<file path="src/rtl/mem_bus_ctrl.sv">
// mem_bus_ctrl: single-request RAM bus unit with byte lanes, ack wait states, timeout and extended read data
module mem_bus_ctrl #(
  parameter int XLEN = 64,
  parameter int ADDR_W = 64,
  parameter int TIMEOUT = 16
) (
  input  logic              clk,
  input  logic              reset,
  input  logic              req_valid,
  output logic              req_ready,
  input  logic [1:0]        req_kind,
  input  logic [ADDR_W-1:0] req_addr,
  input  logic [1:0]        req_size,
  input  logic              req_unsigned,
  input  logic [XLEN-1:0]   req_wdata,
  output logic              rsp_valid,
  output logic [XLEN-1:0]   rsp_data,
  output logic              rsp_err,
  output logic [ADDR_W-1:0] bus_addr,
  output logic [XLEN-1:0]   bus_wdata,
  input  logic [XLEN-1:0]   bus_rdata,
  output logic [XLEN/8-1:0] bus_be,
  output logic              ram_cs,
  output logic              ram_we,
  output logic              ram_oe,
  input  logic              ram_ack
);
  localparam int NB = XLEN / 8;
  localparam int LB = $clog2(NB);
  localparam int CW = $clog2(TIMEOUT) + 1;
  typedef enum logic [1:0] {IDLE, ACCESS, RESP} state_t;
  state_t state;
  logic [1:0] kind_q, size_q;
  logic uns_q, err_q;
  logic [ADDR_W-1:0] addr_q;
  logic [XLEN-1:0] wdata_q, data_q;
  logic [CW-1:0] cnt;
  logic [1:0] eff_size;
  logic illegal, acc, store, sgn;
  logic [LB-1:0] off;
  logic [6:0] shamt;
  logic [XLEN-1:0] lane, up, ext;
  assign eff_size = req_kind == 2'b00 ? 2'b10 : req_size;
  assign illegal = req_kind == 2'b11 || (XLEN == 32 && eff_size == 2'b11) ||
                   (req_addr[2:0] & 3'((4'd1 << eff_size) - 4'd1)) != 3'd0;
  assign acc = state == ACCESS;
  assign store = kind_q == 2'b10;
  assign sgn = kind_q == 2'b01 && !uns_q;
  assign off = addr_q[LB-1:0];
  // push the selected lane to the top, then shift back arithmetically or logically to extend
  assign lane = bus_rdata >> {off, 3'b000};
  assign shamt = size_q == 2'b11 ? 7'd0 : 7'(XLEN - (8 << size_q));
  assign up = lane << shamt;
  assign ext = sgn ? XLEN'($signed(up) >>> shamt) : up >> shamt;
  assign req_ready = state == IDLE;
  assign ram_cs = acc;
  assign ram_we = acc && store;
  assign ram_oe = acc && !store;
  assign bus_addr = acc ? {addr_q[ADDR_W-1:LB], LB'(0)} : '0;
  assign bus_be = acc ? NB'(((16'd1 << (5'd1 << size_q)) - 16'd1) << off) : '0;
  assign bus_wdata = acc && store ? wdata_q << {off, 3'b000} : '0;
  assign rsp_valid = state == RESP;
  assign rsp_data = rsp_valid ? data_q : '0;
  assign rsp_err = rsp_valid && err_q;
  always_ff @(posedge clk or posedge reset)
    if (reset) begin
      state <= IDLE;
      kind_q <= '0;
      size_q <= '0;
      uns_q <= 1'b0;
      addr_q <= '0;
      wdata_q <= '0;
      data_q <= '0;
      err_q <= 1'b0;
      cnt <= '0;
    end else begin
      case (state)
        IDLE:
          if (req_valid) begin
            kind_q <= req_kind;
            size_q <= eff_size;
            uns_q <= req_unsigned;
            addr_q <= req_addr;
            wdata_q <= req_wdata;
            data_q <= '0;
            err_q <= illegal;
            cnt <= '0;
            state <= illegal ? RESP : ACCESS;
          end
        ACCESS:
          if (ram_ack) begin
            data_q <= store ? '0 : ext;
            err_q <= 1'b0;
            state <= RESP;
          end else begin
            cnt <= cnt + 1'b1;
            if (cnt == CW'(TIMEOUT - 1)) begin
              err_q <= 1'b1;
              state <= RESP;
            end
          end
        RESP: state <= IDLE;
        default: state <= IDLE;
      endcase
    end
endmodule

</file>
<file path="config.mk">
export PLATFORM = sky130hd
export DESIGN_NAME = mem_bus_ctrl
export DESIGN_NICKNAME = d
export VERILOG_FILES = /design/src/rtl/mem_bus_ctrl.sv
export SDC_FILE = /design/constraint.sdc
export NUM_CORES = 1
export LEC_CHECK = 0
export ABC_AREA = 1
export CELL_PAD_IN_SITES_DETAIL_PLACEMENT = 1
export CELL_PAD_IN_SITES_GLOBAL_PLACEMENT = 1
export CORE_MARGIN = 5
export CORE_UTILIZATION = 40
export DETAILED_ROUTE_END_ITERATION = 16
export DONT_BUFFER_PORTS = 1
export GPL_ROUTABILITY_DRIVEN = 0
export PLACE_DENSITY = 0.88
export SYNTH_ARGS = -nofsm -noshare
export SYNTH_HDL_FRONTEND = slang
export SYNTH_SLANG_ARGS = --single-unit
</file>
<file path="constraint.sdc">
create_clock -name clk -period 6.4 [get_ports clk]
set_input_delay 0.64 -clock clk [delete_from_list [all_inputs] [get_ports clk]]
set_output_delay 0.64 -clock clk [all_outputs]
set_load 0.02 [all_outputs]
</file>
==> results_dict.tcl, run 1 <==
set metrics [dict create \
    status "finished clean" \
    slew-limit-headroom_pct 6.26 \
    antenna_found_initial 0 \
    synth-edff-count 0 \
    insertion_delay_ns 0.54 \
    yosysWarnings 0 \
    ys.flop_type "dfrtp_1" \
    power_density_nw_per_um2 636 \
    worstSetupEndpointType "output port" \
    crit_type "reg -> out" \
    die-width_um 196 \
    setup-violations-final 0 \
    tritoncts "built" \
    hold_slack_ns 0.0633 \
    synthCells 2174 \
    grt_pass1_wl_um 86100 \
    hold_viol_final 0 \
    yosysTopAreaCell "dfrtp_1" \
    top_layer "met4" \
    synth-seq-cells 205 \
    tightest_slew_ns 1.39 \
    startpoint_type "flip-flop" \
    drcViolationCount 0 \
    synthDominantCellAreaShare_pct 37.1 \
    finalCritPeriodShare_pct 76.4 \
    postRouteAntennaNets 0 \
    vias_per_cell 5.82 \
    syn_to_final_growth_pct 6.16 \
    synth_area_um2 13800 \
    period_minus_slack_ns 4.89 \
    grt_max_degree 135 \
    rsz0062_at_grt "false" \
    drive_above_1_share_pct 4.32 \
    setup_tns_ns 0 \
    track_usage_pct 28.2 \
    path_clk_slew_ns 0.07 \
    synthArstFlopShare_pct 100 \
    post_cts_resize_count 0 \
    postLayoutCoreUtil_pct 42.7 \
    dr_wl_met2_um 28400 \
    cts.sinks 205 \
    p_leak_nw 7.28 \
    fin_cells 2540 \
    ir_drop_mv 0.296 \
    skew_ns 0.0256 \
    drv_cap 0 \
    rows 68 \
    postCtsSetupBuffers 0 \
    hp-class "in -> async" \
    required_ns 5.76 \
    coreArea_um2 34400 \
    synth.avg_cell_area_um2 6.36 \
    finalWirelength_um 56600 \
    port_buffers 0 \
    drt_first_iter_violations 1325 \
    synthTopCellsByArea "dfrtp_1 37%, nand2_1 22%, nand3_1 8.7%, nor2_1 5.7%, o21ai_0 5.6%" \
    grt-ovfl-total 0 \
    wl_met3_um 4800 \
    dieArea_um2 38400 \
    dpl_cell_area_um2 13900 \
    finalInstanceArea_um2 14700 \
    synth-seq-area-share_pct 37.1 \
    yosys.cell_count.top_type "nand2_1" \
    synth_common_cells "793 x nand2_1, 241 x nand3_1, 211 x nor2_1" \
    drt_first_pass_iters 5 \
    hpwl_um 42000 \
    clock.fmax_mhz 204 \
    wl_per_cell_um 22.3 \
    ys_types 35 \
    start_util_pct 40.2 \
    crit_arrival_ns 4.25 \
    dr_total_vias 14800 \
    antennaDiodeCount 0 \
    h-tree-depth 1 \
    root_buffer "clkbuf_16" \
    path_max_fanout 67 \
    ios 407 \
    dp.cells 2498 \
    grt_pass1_vias 15200 \
    fin_nets 2275 \
    cts_buffers 24 \
    cts_hold_buffers 0 \
    cts_max_path_buffers 3 \
    wl_met1_um 20400 \
    die_h_um 196 \
    slew_viol_final 0 \
]
## layout make-up
class	instances	area [um2]
sequential	205	5130
inverter	205	778
tap	455	569
clock inverter	6	116
timing repair buffer	15	113
fill	4607	19700
multi-input combinational	1618	7260
clock buffer	36	706
## per-stage QoR
stage                     setup WS, ns  power [mW]
after floorplan                  0.164        6.22
after global placement            2.28        7.50
after detailed placement          2.03        7.74
after CTS                         1.44        9.25
after global routing              1.29        9.98
final                             1.51        9.34
## logic make-up after synthesis
group | after synthesis | synth area share [%]
muxes | 23 | 1.67
DFF | 205 | 37.1
buffers and inverters | 353 | 10.5
AOI/OAI and AO/OA | 298 | 12.1
xor gates and xnor gates | 1 | 0.0634
and+or+nand+nor | 1288 | 38.1
other | 1 | 0.0271
adders and majority gates | 5 | 0.452
## cell usage in the layout, fill, tap and decap left out, drive strengths merged
master   count
a21o         1
a21oi       46
a22o        16
a22oi        8
buf         15
bufinv       3
clkbuf      36
clkinv       5
conb         3
dfrtp      205
ha           5
inv        203
mux2i       23
nand2      796
nand3      244
nand4       12
nor2       219
nor3         9
o2111ai      1
o211ai      10
o21ai      169
o21bai       1
o22ai       45
o31ai        1
or2          8
xor2         1
## path summary, 6_finish.rpt
check                                   startpoint                       to  slack [ns]  cells past startpoint
max                           state[1]$_DFFE_PP0P_            bus_wdata[48]        1.51                      6
min                                          reset   addr_q[57]$_DFFE_PP0P_        0.06                      1
max reg2reg                  addr_q[0]$_DFFE_PP0P_   data_q[26]$_DFFE_PP0P_        2.57                     14
min reg2reg                wdata_q[57]$_DFFE_PP0P_  wdata_q[57]$_DFFE_PP0P_        0.49                      2
max in group asynchronous                    reset    addr_q[1]$_DFFE_PP0P_        4.77                      2
min in group clk                     req_wdata[41]  wdata_q[41]$_DFFE_PP0P_        0.22                      2
## state kept, by name, indices dropped and copies added (netlist names)
| name | cells |
|---|---|
| err_q | 1 |
| wdata_q | 64 |
| addr_q | 64 |
| uns_q | 1 |
| cnt | 5 |
| size_q | 2 |
| data_q | 64 |
| kind_q | 2 |
| state | 2 |
## critical path: stages, from the launching register on
cell and delay, ns:
dfrtp_1 0.41, nor2_2 0.12, buf_4 0.27, inv_2 0.45, nor2_1 0.76, nand2_1 0.90
o22ai_1 0.78
## report_power, final
group	internal (mW)	switching, mW	total (mW)
clock network	0.880	0.557	1.44
registers	1.85	0.398	2.25
logic	1.44	4.22	5.65
total	4.17	5.17	9.34
## per-layer routing
metal | global-route usage, % | vias to the layer above
met5 | 0 | -
met2 | 50.4 | 694
li1 | - | 6696
met4 | 12.9 | 0
met3 | 6.32 | 165
met1 | 32.0 | 7234
Power figures use the tool's default switching activity.
==> run 2, diff against run 1 <==
==> constraint.sdc (replaced) <==
create_clock -name clk -period 4.2 [get_ports clk]
set_input_delay 0.42 -clock clk [delete_from_list [all_inputs] [get_ports clk]]
set_output_delay 0.42 -clock clk [all_outputs]
set_load 0.02 [all_outputs]
==> run 2 against run 1 <==
Net effect: worst setup slack got worse by 1.3 ns; final cell count increased by 3.0%; critical path type unchanged; largest power group unchanged; clock-buffer cell count decreased by 5.
==> results_dict.tcl, run 2 (synthesized netlist as in run 1, its figures left out) <==
set metrics [dict create \
    cts_buffers 25 \
    r2r_end "data_q[17]$_DFFE_PP0P_" \
    r2r_start "size_q[0]$_DFFE_PP0P_" \
    skew_ns 0.0174 \
    drv_cap 0 \
    postCtsSetupBuffers 0 \
    top_layer "met4" \
    vias_per_cell 5.94 \
    dr_total_vias 15500 \
    grt-ovfl-total 0 \
    rsz0062_at_grt "false" \
    root_buffer "clkbuf_16" \
    postRouteAntennaNets 0 \
    clock.fmax_mhz 251 \
    cts.sinks 205 \
    min-delay-start "req_addr[1]" \
    drt_first_iter_violations 1464 \
    reg2reg_slack_ns 0.79 \
    worstSetupEndpointType "output port" \
    die_h_um 196 \
    insertion_delay_ns 0.55 \
    setup-violations-final 0 \
    slew_viol_final 0 \
    slew-limit-headroom_pct 9.79 \
    drt_first_pass_iters 5 \
    r2r_cells 15 \
    ir_drop_mv 0.556 \
    finalCritPeriodShare_pct 94.7 \
    track_usage_pct 31.2 \
    grt_pass1_wl_um 95200 \
    h-tree-depth 1 \
    coreArea_um2 34400 \
    status "finished clean" \
    power.total_mw 14.6 \
    hold_viol_final 0 \
    cts_max_path_buffers 3 \
    port_buffers 0 \
    grt_max_degree 208 \
    wl_per_cell_um 23.6 \
    post_cts_resize_count 0 \
    drcViolationCount 0 \
    grt_pass1_vias 16400 \
    die-width_um 196 \
    ios 407 \
    setup_tns_ns 0 \
    antenna_found_initial 2 \
    path_max_fanout 44 \
    dr_wl_met2_um 30500 \
    wl_met1_um 21200 \
    rows 68 \
    period_minus_slack_ns 3.98 \
    hpwl_um 42300 \
    syn_to_final_growth_pct 11.4 \
    final_common_cell "nand2_1" \
    tritoncts "built" \
    final_cell_mix "792 x nand2_1, 241 x nand3_1, 210 x nor2_1" \
    startpoint_type "flip-flop" \
    fin_nets 2346 \
    dieArea_um2 38400 \
    finalWirelength_um 61800 \
    drive_above_1_share_pct 5.05 \
    path_clk_slew_ns 0.07 \
    start_util_pct 40.2 \
    p_leak_nw 7.61 \
    reg_top3 "addr_q (64), data_q (64), wdata_q (64)" \
    crit_arrival_ns 3.56 \
    hp-class "in -> reg" \
    crit_type "reg -> out" \
    hold_depth 2 \
    tightest_slew_ns 1.34 \
    wl_met3_um 5850 \
    power_density_nw_per_um2 947 \
    min_to "addr_q[1]$_DFFE_PP0P_" \
    required_ns 3.78 \
]
==> run 2: critical path: stages (launching register included) <==
cell     delay [ns]
dfrtp_1        0.53
nor2_4         0.17
buf_4          0.46
inv_2          0.04
buf_4          0.28
ha_1           0.26
xor2_1         0.18
mux2i_1        0.23
o21ai_0        0.18
nor2_1         0.67
==> run 2: power by group <==
| part | internal [mW] | total [mW] | switching (mW) |
|---|---|---|---|
| Sequential | 2.82 | 3.48 | 0.660 |
| Clock | 1.38 | 2.32 | 0.938 |
| Combinational | 2.31 | 8.81 | 6.50 |
| Total | 6.51 | 14.6 | 8.09 |
==> run 2: final cells by class <==
| class | count | area (um2) |
|---|---|---|
| fill | 4508 | 19000 |
| antenna | 2 | 5.00 |
| sequential | 205 | 5130 |
| inverter | 205 | 774 |
| tap | 455 | 569 |
| clock inverter | 15 | 208 |
| clock buffer | 31 | 658 |
| timing repair buffer | 85 | 801 |
| multi-input combinational | 1618 | 7260 |
==> run 2: stage by stage <==
stage | setup slack, ns | instances | hold slack (ns) | cell area [um2] | util [%]
6_report | 0.221 | 2616 | 0.00878 | 15400 | 44.8
5_1_grt | 0.0284 | 2616 | 0.00454 | 15400 | 44.8
4_1_cts | 0.349 | 2614 | 0.0000290 | 15400 | 44.8
3_5_place_dp | 0.906 | 2513 | 0.285 | 14000 | 40.7
3_3_place_gp | 1.02 | 2513 | 0.283 | 14000 | 40.7
2_1_floorplan | 1.12 | 2176 | 0.442 | 13800 | -
==> run 2: routing by layer <==
| layer | vias to the layer above | GRT usage [%] |
|---|---|---|
| met3 | 251 | 8.07 |
| li1 | 6848 | - |
| met4 | 0 | 17.4 |
| met5 | - | 0 |
| met2 | 861 | 54.6 |
| met1 | 7570 | 34.3 |
==> run 2: repair_timing <==
| action | 4_1_cts | 5_1_grt |
|---|---|---|
| endpoints found under the hold margin | 66 | 0 |
| setup endpoints to repair | 0 | 0 |
| hold buffers | 55 | 0 |
==> run 2: how the worst max path moves through the flow <==
stage | to | slack, ns | cells after the start | from
after floorplan | addr_q[0]$_DFFE_PP0P_ | 1.12 | 1 | reset
after global placement | data_q[10]$_DFFE_PP0P_ | 1.02 | 15 | addr_q[0]$_DFFE_PP0P_
after detailed placement | data_q[8]$_DFFE_PP0P_ | 0.91 | 14 | addr_q[0]$_DFFE_PP0P_
after CTS | bus_wdata[52] | 0.35 | 7 | kind_q[1]$_DFFE_PP0P_
after global routing | bus_wdata[52] | 0.03 | 7 | kind_q[1]$_DFFE_PP0P_
final | bus_be[3] | 0.22 | 9 | size_q[0]$_DFFE_PP0P_
==> run 3, diff against run 2 <==
--- a/config.mk
+++ b/config.mk
@@ -10,6 +10,7 @@
 export CELL_PAD_IN_SITES_GLOBAL_PLACEMENT = 1
 export CORE_MARGIN = 5
 export CORE_UTILIZATION = 40
+export CTS_CLUSTER_DIAMETER = 40
 export DETAILED_ROUTE_END_ITERATION = 16
 export DONT_BUFFER_PORTS = 1
 export GPL_ROUTABILITY_DRIVEN = 0
==> run 3 against run 2 <==
Net effect: clock-buffer cell count rose by 12; first-iteration DRC count up 11%; clock power up 38%; global-route usage up 2.1 points; via count up 3.7%; maximum frequency shrank 1.3%; highest routed layer is now met5.
==> results_dict.tcl, run 3 (synthesized netlist as in run 1, its figures left out) <==
set metrics [dict create \
    drt_first_iter_violations 1630 \
    fin_nets 2372 \
    slew-limit-headroom_pct 2.56 \
    timing.final.ws_setup_ns 0.170 \
    grt_max_degree 208 \
    post_cts_resize_count 0 \
    drive_above_1_share_pct 6.06 \
    drv_cap 0 \
    grt_pass1_vias 17100 \
    wl_per_cell_um 24.9 \
    cts_max_path_buffers 3 \
    required_ns 3.78 \
    dr_total_vias 16100 \
    reg2reg_slack_ns 0.83 \
    crit_type "reg -> out" \
    syn_to_final_growth_pct 15.7 \
    root_buffer "clkbuf_16" \
    dieArea_um2 38400 \
    h-tree-depth 2 \
    track_usage_pct 33.2 \
    path_max_fanout 25 \
    hold_viol_final 0 \
    drt_first_pass_iters 8 \
    ios 407 \
    crit_end "bus_wdata[58]" \
    worstSetupPathDepth 8 \
    grt-ovfl-total 0 \
    ir_drop_mv 0.493 \
    setup_tns_ns 0 \
    grt_pass1_wl_um 101000 \
    crit_arrival_ns 3.61 \
    dp.cells 2513 \
    clock.fmax_mhz 248 \
    worst-path-buf-inv 4 \
    port_buffers 0 \
    period_minus_slack_ns 4.03 \
    cts.sinks 205 \
    tritoncts "built" \
    coreArea_um2 34400 \
    power_density_nw_per_um2 986 \
    crit_path_start "kind_q[1]$_DFFE_PP0P_" \
    crit_chain "inv_1 > nor2_1 > inv_1 > nor2_1 > buf_4 > nand2_1 > buf_4 > o22ai_1" \
    setup-violations-final 0 \
    startpoint_type "flip-flop" \
    cts_buffers 37 \
    r2r_start "addr_q[0]$_DFFE_PP0P_" \
    r2r_end "data_q[17]$_DFFE_PP0P_" \
    cpMaxStageDelayCell "nand2_1" \
    cp_slowest_stage_delay_ns 0.62 \
    finalInstanceArea_um2 16000 \
    rows 68 \
    finalWirelength_um 66100 \
    r2r_cells 14 \
    fin_cells 2652 \
    dpl_cell_area_um2 14000 \
    crit_family "simple AND/OR/NAND/NOR gates" \
    drcViolationCount 0 \
    dp_slack_ns 0.906 \
    path_clk_slew_ns 0.07 \
    status "finished clean" \
    antenna_found_initial 3 \
    tightest_slew_ns 1.45 \
    postCtsSetupBuffers 0 \
    final_cell_mix "792 x nand2_1, 241 x nand3_1, 210 x nor2_1" \
    finalCritPeriodShare_pct 96.0 \
    die-width_um 196 \
    vias_per_cell 6.07 \
    slew_viol_final 0 \
    hold_slack_ns 0.00537 \
    final_common_cell "nand2_1" \
    rsz0062_at_grt "false" \
    die_h_um 196 \
    postRouteAntennaNets 0 \
    hpwl_um 42300 \
    p_leak_nw 7.88 \
    skew_ns 0.0480 \
    hp-class "in -> reg" \
    reg_top3 "addr_q (64), data_q (64), wdata_q (64)" \
    worstSetupEndpointType "output port" \
    insertion_delay_ns 0.56 \
    start_util_pct 40.2 \
]
## run 3: area by class of cell
class,instances,area [um2]
inverter,205,774
clock inverter,24,305
clock buffer,43,1000
fill,4477,18400
sequential,205,5130
timing repair buffer,99,941
antenna,3,7.51
tap,455,569
multi-input combinational,1618,7260
## run 3: worst min-delay path by stage
| stage | startpoint | end | slack, ns | depth (start not counted) |
|---|---|---|---|---|
| 6_report | req_wdata[28] | wdata_q[28]$_DFFE_PP0P_ | 0.005 | 2 |
| 5_1_grt | req_wdata[27] | wdata_q[27]$_DFFE_PP0P_ | 0.004 | 2 |
| 4_1_cts | req_kind[0] | kind_q[0]$_DFFE_PP0P_ | 0.0004 | 2 |
| 3_5_place_dp | reset | addr_q[55]$_DFFE_PP0P_ | 0.28 | 1 |
| 3_3_place_gp | reset | addr_q[50]$_DFFE_PP0P_ | 0.28 | 1 |
| 2_1_floorplan | wdata_q[56]$_DFFE_PP0P_ | wdata_q[56]$_DFFE_PP0P_ | 0.44 | 2 |
## run 3: repair_timing
| action | in CTS | in global routing |
|---|---|---|
| hold buffers | 68 | 1 |
| endpoints found under the hold margin | 79 | 1 |
| setup endpoints to repair | 0 | 0 |
## run 3: worst reg2reg max path, delay by kind of cell, from the launching register on
family	cells	cell delay, ns
buffers and inverters	2	1.30
DFF	1	0.74
and+or+nand+nor	12	1.29
## run 3: through the flow
stage / util, % / power, mW
after floorplan: - / 9.48
after global placement: 40.7 / 11.4
after detailed placement: 40.7 / 11.8
after CTS: 46.5 / 15.1
after global routing: 46.5 / 16.7
final: 46.5 / 15.8
## run 3: per-layer routing
metal / global-route usage, % / up-vias / share of wire [%]
li1: - / 6905 / -
met1: 35.3 / 7727 / 33
met2: 56.8 / 1104 / 48
met3: 9.86 / 365 / 10
met4: 22.8 / 2 / 8.5
met5: 0 / - / 0.014
## run 3: power by group
group | switching, mW | internal, mW
Sequential | 0.715 | 2.82
Clock | 1.21 | 1.99
Combinational | 6.71 | 2.32
Total | 8.63 | 7.14
